## src/rtl/pflink_crc_pkg.sv

```systemverilog
// Shared widths, CRC constants and lock-state encoding for the pflink receive-side checker.
package pflink_crc_pkg;

   localparam int PAYLOAD_W = 13;
   localparam int CRC_W     = 8;
   localparam int WORD_W    = PAYLOAD_W + CRC_W;

   localparam logic [CRC_W-1:0] CRC_POLY = 8'h07;
   localparam logic [CRC_W-1:0] CRC_INIT = 8'h00;

   typedef enum logic {
      ST_HUNT   = 1'b0,
      ST_LOCKED = 1'b1
   } lock_state_e;

   // One serial step of the MSB-first CRC-8 shift register.
   function automatic logic [CRC_W-1:0] crc8_step(input logic [CRC_W-1:0] crc,
                                                  input logic din);
      logic fb;
      fb = crc[CRC_W-1] ^ din;
      return {crc[CRC_W-2:0], 1'b0} ^ (fb ? CRC_POLY : CRC_INIT);
   endfunction

endpackage

```

## src/rtl/pflink_crc8_calc13.sv

```systemverilog
// Combinational CRC-8 (x^8+x^2+x+1, init 0) over a 13-bit payload, payload[12] shifted in first.
module pflink_crc8_calc13
   import pflink_crc_pkg::*;
(
   input  logic [PAYLOAD_W-1:0] data_i,
   output logic [CRC_W-1:0]     crc_o
);

   always_comb begin
      crc_o = CRC_INIT;
      for (int i = PAYLOAD_W-1; i >= 0; i--) begin
         crc_o = crc8_step(crc_o, data_i[i]);
      end
   end

endmodule

```

## config.mk

```make
export PLATFORM = sky130hd
export DESIGN_NAME = pflink_crc8_calc13
export DESIGN_NICKNAME = d
export VERILOG_FILES = /design/src/rtl/pflink_crc_pkg.sv /design/src/rtl/pflink_crc8_calc13.sv
export SDC_FILE = /design/constraint.sdc
export NUM_CORES = 1
export LEC_CHECK = 0
export CORE_AREA = 3 3 40 42
export DETAILED_ROUTE_END_ITERATION = 7
export DIE_AREA = 0 0 43 45
export PLACE_DENSITY = 0.56
export SYNTH_ARGS = -nofsm -noshare
export SYNTH_HDL_FRONTEND = slang
export SYNTH_SLANG_ARGS = --single-unit
```

## constraint.sdc

```tcl
create_clock -name vclk -period 1.65
set_input_delay 0.33 -clock vclk [all_inputs]
set_output_delay 0.33 -clock vclk [all_outputs]
set_load 0.01 [all_outputs]
```

==> results of run 1 <==
==> worst min path at each step <==
| stage | from | endpoint | cells after the start |
|---|---|---|---|
| after floorplan | data_i[8] | crc_o[0] | 2 |
| final | data_i[6] | crc_o[7] | 4 |
| after detailed placement | data_i[8] | crc_o[0] | 4 |
| after global placement | data_i[8] | crc_o[0] | 4 |
| after global routing | data_i[6] | crc_o[7] | 4 |
| after CTS | data_i[8] | crc_o[0] | 4 |
==> cells in the final DEF, fill, tap and decap left out, types with 3 or more instances in the layout <==
cell      instances
clkbuf_2          4
buf_2            10
xnor3_1           6
buf_4             7
xor2_1            3
buf_6             3
xnor2_2           5
==> power breakdown <==
group | internal [mW] | switching (mW)
sequential | 0 | 0
combinational | 0.175 | 0.115
clock | 0 | 0
total | 0.175 | 0.115
==> metal layers <==
metal	track usage	part of all wire	wire, um	vias to the layer above
met4	0	0	0	0
met1	0.124	0.38	304	117
met2	0.183	0.48	378	20
met3	0.0239	0.14	110	0
met5	0	0	0	-
li1	-	-	-	122
==> cells by family after synthesis <==
logic type	after synthesis
XOR/XNOR	19
==> area by class of cell <==
cell class,count,area (um^2),area share
multi-input combinational,19,320,0.577
timing repair buffer,30,216,0.390
tap,15,18.8,0.0338
==> critical path, delay by kind of cell <==
family	cells	cell delay, ns
buffers and inverters	2	0.39
XOR/XNOR	2	0.56
==> stage by stage <==
step                      worst slack, ns  hold slack [ns]
final                              0.0362             1.11
after global routing             0.000435             1.15
after CTS                       0.0000432             1.19
after detailed placement           -0.777             1.84
after global placement             -0.761             1.84
after floorplan                     0.124            0.866
==> repair_timing <==
item | in CTS | in global routing
pin swaps | 12 | 7
hold buffers | 0 | 0
hold endpoints to repair | 0 | 0
endpoints found under the setup margin | 8 | 5
setup buffers | 3 | 0
gates resized for setup | 71 | 11
==> impl_metrics.json, run 1 <==
{
  "synthMuxAreaShare": 0,
  "synth-simple-area-share": 0,
  "drv_cap": 0,
  "critPathRequiredTime_ns": 1.32,
  "fill_cells": 132,
  "cp.arrival_ns": 1.28,
  "fin_util": 0.432,
  "yosysTopAreaCellShare": 0.543,
  "cp_max_fo": 2,
  "antennaDiodeCount": 0,
  "synth_most_common_cell": "xnor2_1",
  "rsz0062_at_grt": "no",
  "first_pass_iters": 2,
  "coreArea_um2": 1280,
  "nets": 64,
  "cp-end-kind": "output port",
  "maxSlewHeadroom": 0.864,
  "cp_cell_sequence": "clkdlybuf4s15_1 > xnor2_2 > xnor3_1 > buf_2",
  "antenna_found_initial": 0,
  "synthAdderAreaFrac": 0,
  "syn_area_per_cell_um2": 13.1,
  "synth_top_family_by_area": "XOR/XNOR gates",
  "place_congestion": 0.832,
  "dr.first_iter.drc_count": 3,
  "syn_nets": 32,
  "final_area_um2": 556,
  "seq_cells": 0,
  "grt_max_degree": 3,
  "vias_per_cell": 4.05,
  "io_pins": 21,
  "report.final.hold_viol_count": 0,
  "die_h_um": 45,
  "synth_top_area_cell": "xnor3_1",
  "place_hpwl_um": 632,
  "rows": 13,
  "cp_slowest_cell": "xnor3_1",
  "clkbuf_count": 0,
  "synth_top_cells_by_area": "xnor3_1 54%, xnor2_1 28%, xor2_1 18%",
  "drv_slew": 0,
  "dieArea_um2": 1940,
  "crit_end": "crc_o[4]",
  "drc": 0,
  "first_global_vias": 312,
  "synth_commonest_cells": "8 x xnor2_1, 6 x xnor3_1, 5 x xor2_1",
  "critPathKind": "in -> out",
  "fin_crit_sh": 0.978,
  "syn_area_um2": 249,
  "placed_cells_incl_taps": 62,
  "portBuffers": 21,
  "synthXorXnorAreaFrac": 1.00,
  "grt_pass1_wl_mm": 1.44,
  "outcome": "complete, no violations",
  "wire_per_inst_um": 12.4,
  "grt-ovfl-total": 0,
  "seq_area_frac_synth": 0,
  "yosysWarningCount": 0,
  "fmax_mhz": 620,
  "grt_use_total": 0.0984,
  "crit_start": "data_i[3]",
  "layout-drive-gt1-share": 0.694,
  "setup_tns_ns": 0,
  "ir_drop_v": 0.000164,
  "stdcell_count": 64,
  "power_density_nw_per_um2": 522,
  "fin_total_pwr_mw": 0.290,
  "fp.dieW_um": 43,
  "syn_to_final_growth_pct": 123,
  "worstMarginPinSlew_ns": 0.205,
  "max_stage_delay_ns": 0.33,
  "drt_wl_total_um": 792,
  "placement.cell_area_um2": 531,
  "power_leakage_nw": 0.306,
  "cp-start-kind": "input port",
  "postRouteAntennaNets": 0,
  "synth_compound_area_frac": 0,
  "finalSetupViolCount": 0,
  "initial_core_util": 0.194,
  "ff_latch_area_um2": 0,
  "finalCriticalPeriod_ns": 1.61,
  "synthCells": 19,
  "ys_types": 3,
  "hp-class": "in -> out",
  "vias": 259
}
(Power assumes the default switching activity.)
==> run 2, diff against run 1 <==
--- a/config.mk
+++ b/config.mk
@@ -5,10 +5,11 @@
 export SDC_FILE = /design/constraint.sdc
 export NUM_CORES = 1
 export LEC_CHECK = 0
+export ABC_AREA = 1
 export CORE_AREA = 3 3 40 42
 export DETAILED_ROUTE_END_ITERATION = 7
 export DIE_AREA = 0 0 43 45
-export PLACE_DENSITY = 0.56
+export PLACE_DENSITY = 0.77
 export SYNTH_ARGS = -nofsm -noshare
 export SYNTH_HDL_FRONTEND = slang
 export SYNTH_SLANG_ARGS = --single-unit
==> constraint.sdc (replaced) <==
create_clock -name vclk -period 1.65
set_input_delay 0.33 -clock vclk [all_inputs]
set_output_delay 0.33 -clock vclk [all_outputs]
set_load 0.1 [all_outputs]
==> run 2 against run 1 <==
  * The run now fails in clock tree synthesis (4_1_cts)
  * Synthesized cell count increased to 5.7 times the previous value
  * Synthesized area increased by 110%
==> impl_metrics.json, run 2 <==
{
  "synth_top_area_cell": "nand2_1",
  "synth_top_cells_by_area": "nand2_1 46%, nand3_1 15%, inv_1 10%",
  "yosysTopAreaCellShare": 0.462,
  "fp.dieW_um": 43,
  "synth_commonest_cells": "63 x nand2_1, 15 x nand3_1, 14 x inv_1",
  "syn_nets": 121,
  "placement.cell_area_um2": 1060,
  "post-place-ws_ns": -0.658,
  "portBuffers": 21,
  "synth_top_family_by_area": "simple AND/OR/NAND/NOR gates",
  "ys_types": 12,
  "synthXorXnorAreaFrac": 0.200,
  "rows": 13,
  "syn_area_um2": 512,
  "place_congestion": 0.720,
  "ctsResizeCount": 135,
  "synth_most_common_cell": "nand2_1",
  "place_hpwl_mm": 1.53,
  "io_pins": 21,
  "outcome": "aborted with a tool error",
  "cts_hold_buffers": 0,
  "seq_area_frac_synth": 0,
  "syn_area_per_cell_um2": 4.74,
  "initial_core_util": 0.398,
  "synthAdderAreaFrac": 0,
  "lastStage": "clock tree synthesis (4_1_cts)",
  "yosysWarningCount": 0,
  "firstError": "[ERROR DPL-0038] Utilization greater than 100%, impossible to legalize",
  "synth-simple-area-share": 0.675,
  "postCtsSetupBuffers": 3,
  "die_h_um": 45,
  "synthCells": 108,
  "synth_compound_area_frac": 0,
  "synthMuxAreaShare": 0
}
==> run 2: cell families after synthesis <==
| kind of cell | after synthesis |
|---|---|
| xor gates and xnor gates | 10 |
| and+or+nand+nor | 82 |
| buffers and inverters | 16 |
==> run 2: stage by stage <==
stage	std cells	hold WS (ns)
2_1_floorplan	108	0.954
3_3_place_gp	155	1.61
3_5_place_dp	155	1.63
==> run 3, diff against run 2 <==
--- a/config.mk
+++ b/config.mk
@@ -6,10 +6,10 @@
 export NUM_CORES = 1
 export LEC_CHECK = 0
 export ABC_AREA = 1
-export CORE_AREA = 3 3 40 42
+export CORE_AREA = 3 3 64 66
 export DETAILED_ROUTE_END_ITERATION = 7
-export DIE_AREA = 0 0 43 45
-export PLACE_DENSITY = 0.77
+export DIE_AREA = 0 0 67 69
+export PLACE_DENSITY_LB_ADDON = 0.15
 export SYNTH_ARGS = -nofsm -noshare
 export SYNTH_HDL_FRONTEND = slang
 export SYNTH_SLANG_ARGS = --single-unit
==> run 3 against run 2 <==
  * The flow now finishes, with violations (setup timing)
  * Synthesized cell count is the same
  * Synthesized area stayed put
==> impl_metrics.json, run 3 <==
{
  "synthCells": 108,
  "postRouteAntennaNets": 0,
  "report.final.hold_viol_count": 0,
  "place_congestion": 0.797,
  "syn_area_um2": 512,
  "ir_drop_v": 0.000206,
  "cp_slowest_cell": "xnor2_4",
  "syn_nets": 121,
  "post-place-ws_ns": -0.616,
  "whs_ns": 1.28,
  "grt_pass1_wl_mm": 2.98,
  "seq_area_frac_synth": 0,
  "hp-class": "in -> out",
  "grt-ovfl-total": 0,
  "cp-end-kind": "output port",
  "antennaDiodeCount": 0,
  "yosysTopAreaCellShare": 0.462,
  "power_density_nw_per_um2": 729,
  "fin_total_pwr_mw": 1.07,
  "grt_max_degree": 8,
  "first_pass_iters": 4,
  "dieArea_um2": 4620,
  "critPathRequiredTime_ns": 1.32,
  "drc": 0,
  "coreArea_um2": 3630,
  "finalSetupViolCount": 3,
  "critPathKind": "in -> out",
  "final_common_cell": "nand2_2",
  "maxSlewHeadroom": 0.831,
  "grt_use_total": 0.0762,
  "syn_to_final_growth_pct": 188,
  "cp_max_fo": 4,
  "final_cell_mix": "29 x nand2_2, 21 x buf_4, 19 x nand2_1, 17 x nand2_4, 11 x buf_12",
  "ys_types": 12,
  "vias_per_cell": 4.07,
  "layout-drive-gt1-share": 0.811,
  "synth_commonest_cells": "63 x nand2_1, 15 x nand3_1, 14 x inv_1",
  "cp.arrival_ns": 1.36,
  "drv_slew": 0,
  "first_global_vias": 738,
  "met1_length_um": 675,
  "wire_per_inst_um": 9.15,
  "antenna_found_initial": 0,
  "cp_common_cell": "buf_12",
  "drt_wl_total_mm": 1.79,
  "cts_hold_buffers": 0,
  "routed.top_layer": "met4",
  "vias": 798,
  "worstMarginPinSlew_ns": 0.253,
  "fmax_mhz": 591,
  "nets": 163,
  "fp.dieW_um": 67,
  "dr.first_iter.drc_count": 4,
  "cp_cell_sequence": "buf_12 > xnor2_4 > xor2_4 > buf_12 > xor2_4 > buf_12",
  "synth_top_area_cell": "nand2_1",
  "rsz0062_at_grt": "yes",
  "clkbuf_count": 0,
  "seq_cells": 0,
  "die_h_um": 69,
  "fin_util": 0.405,
  "outcome": "finished with violations",
  "violations": "setup timing",
  "rows": 22,
  "place_hpwl_mm": 1.47,
  "initial_core_util": 0.141,
  "io_pins": 21,
  "yosysWarningCount": 0,
  "finalCriticalPeriod_ns": 1.69,
  "syn_area_per_cell_um2": 4.74,
  "fin_ws_ns": -0.0410,
  "wl_met2_mm": 1.05,
  "ff_latch_area_um2": 0,
  "portBuffers": 21,
  "max_stage_delay_ns": 0.25,
  "cp-start-kind": "input port",
  "route.met3.wl_um": 51,
  "drv_cap": 0,
  "power_leakage_nw": 0.716,
  "fin_crit_sh": 1.02,
  "synth_top_cells_by_area": "nand2_1 46%, nand3_1 15%, inv_1 10%",
  "synth_most_common_cell": "nand2_1"
}
## run 3: path summary, 6_finish.rpt
kind | startpoint | endpoint | slack (ns) | cells after the start
hold / removal | data_i[3] | crc_o[5] | 1.28 | 6
setup / recovery | data_i[11] | crc_o[3] | -0.04 | 6
## run 3: metrics by stage
step / TNS, ns / instance area, um^2 / cells
floorplan: -0.609 / 681 / 108
CTS: -0.155 / 1310 / 195
global route: -0.408 / 1470 / 196
detailed placement: -4.52 / 1140 / 192
finish: -0.0814 / 1470 / 196
global placement: -4.26 / 1140 / 192
## run 3: logic make-up (layout without fill, tap and decap cells)
group                  after synthesis  count (layout)  share of synthesized area
AND/OR/NAND/NOR                     82              82                      0.675
XOR/XNOR                            10              10                      0.201
buffers and inverters               16              56                      0.125
## run 3: critical path: cells and delay by family
family,cells,cell delay (ns)
xor+xnor,3,0.58
buf+inv,3,0.44
## run 3: layout make-up
class | instances | area, um^2
Fill cell | 388 | 2160
Multi-Input combinational cell | 92 | 871
Timing Repair Buffer | 41 | 469
Inverter | 15 | 71.3
Tap cell | 48 | 60.1
## run 3: repair_timing
| item | 4_1_cts | 5_1_grt |
|---|---|---|
| resized for setup | 104 | 50 |
| endpoints found under the setup margin | 8 | 7 |
| hold endpoints to repair | 0 | 0 |
| buffers inserted | 3 | 1 |
| pin swaps | 25 | 20 |
## run 3: per-layer routing
metal / track usage / vias to the layer above
met3: 0.00326 / 2
met1: 0.0916 / 370
met2: 0.148 / 17
met4: 0.00676 / 0
met5: 0 / -
li1: - / 409
## run 3: power breakdown
part           internal (mW)  switching [mW]
combinational          0.431           0.641
clock                      0               0
sequential                 0               0
total                  0.431           0.641
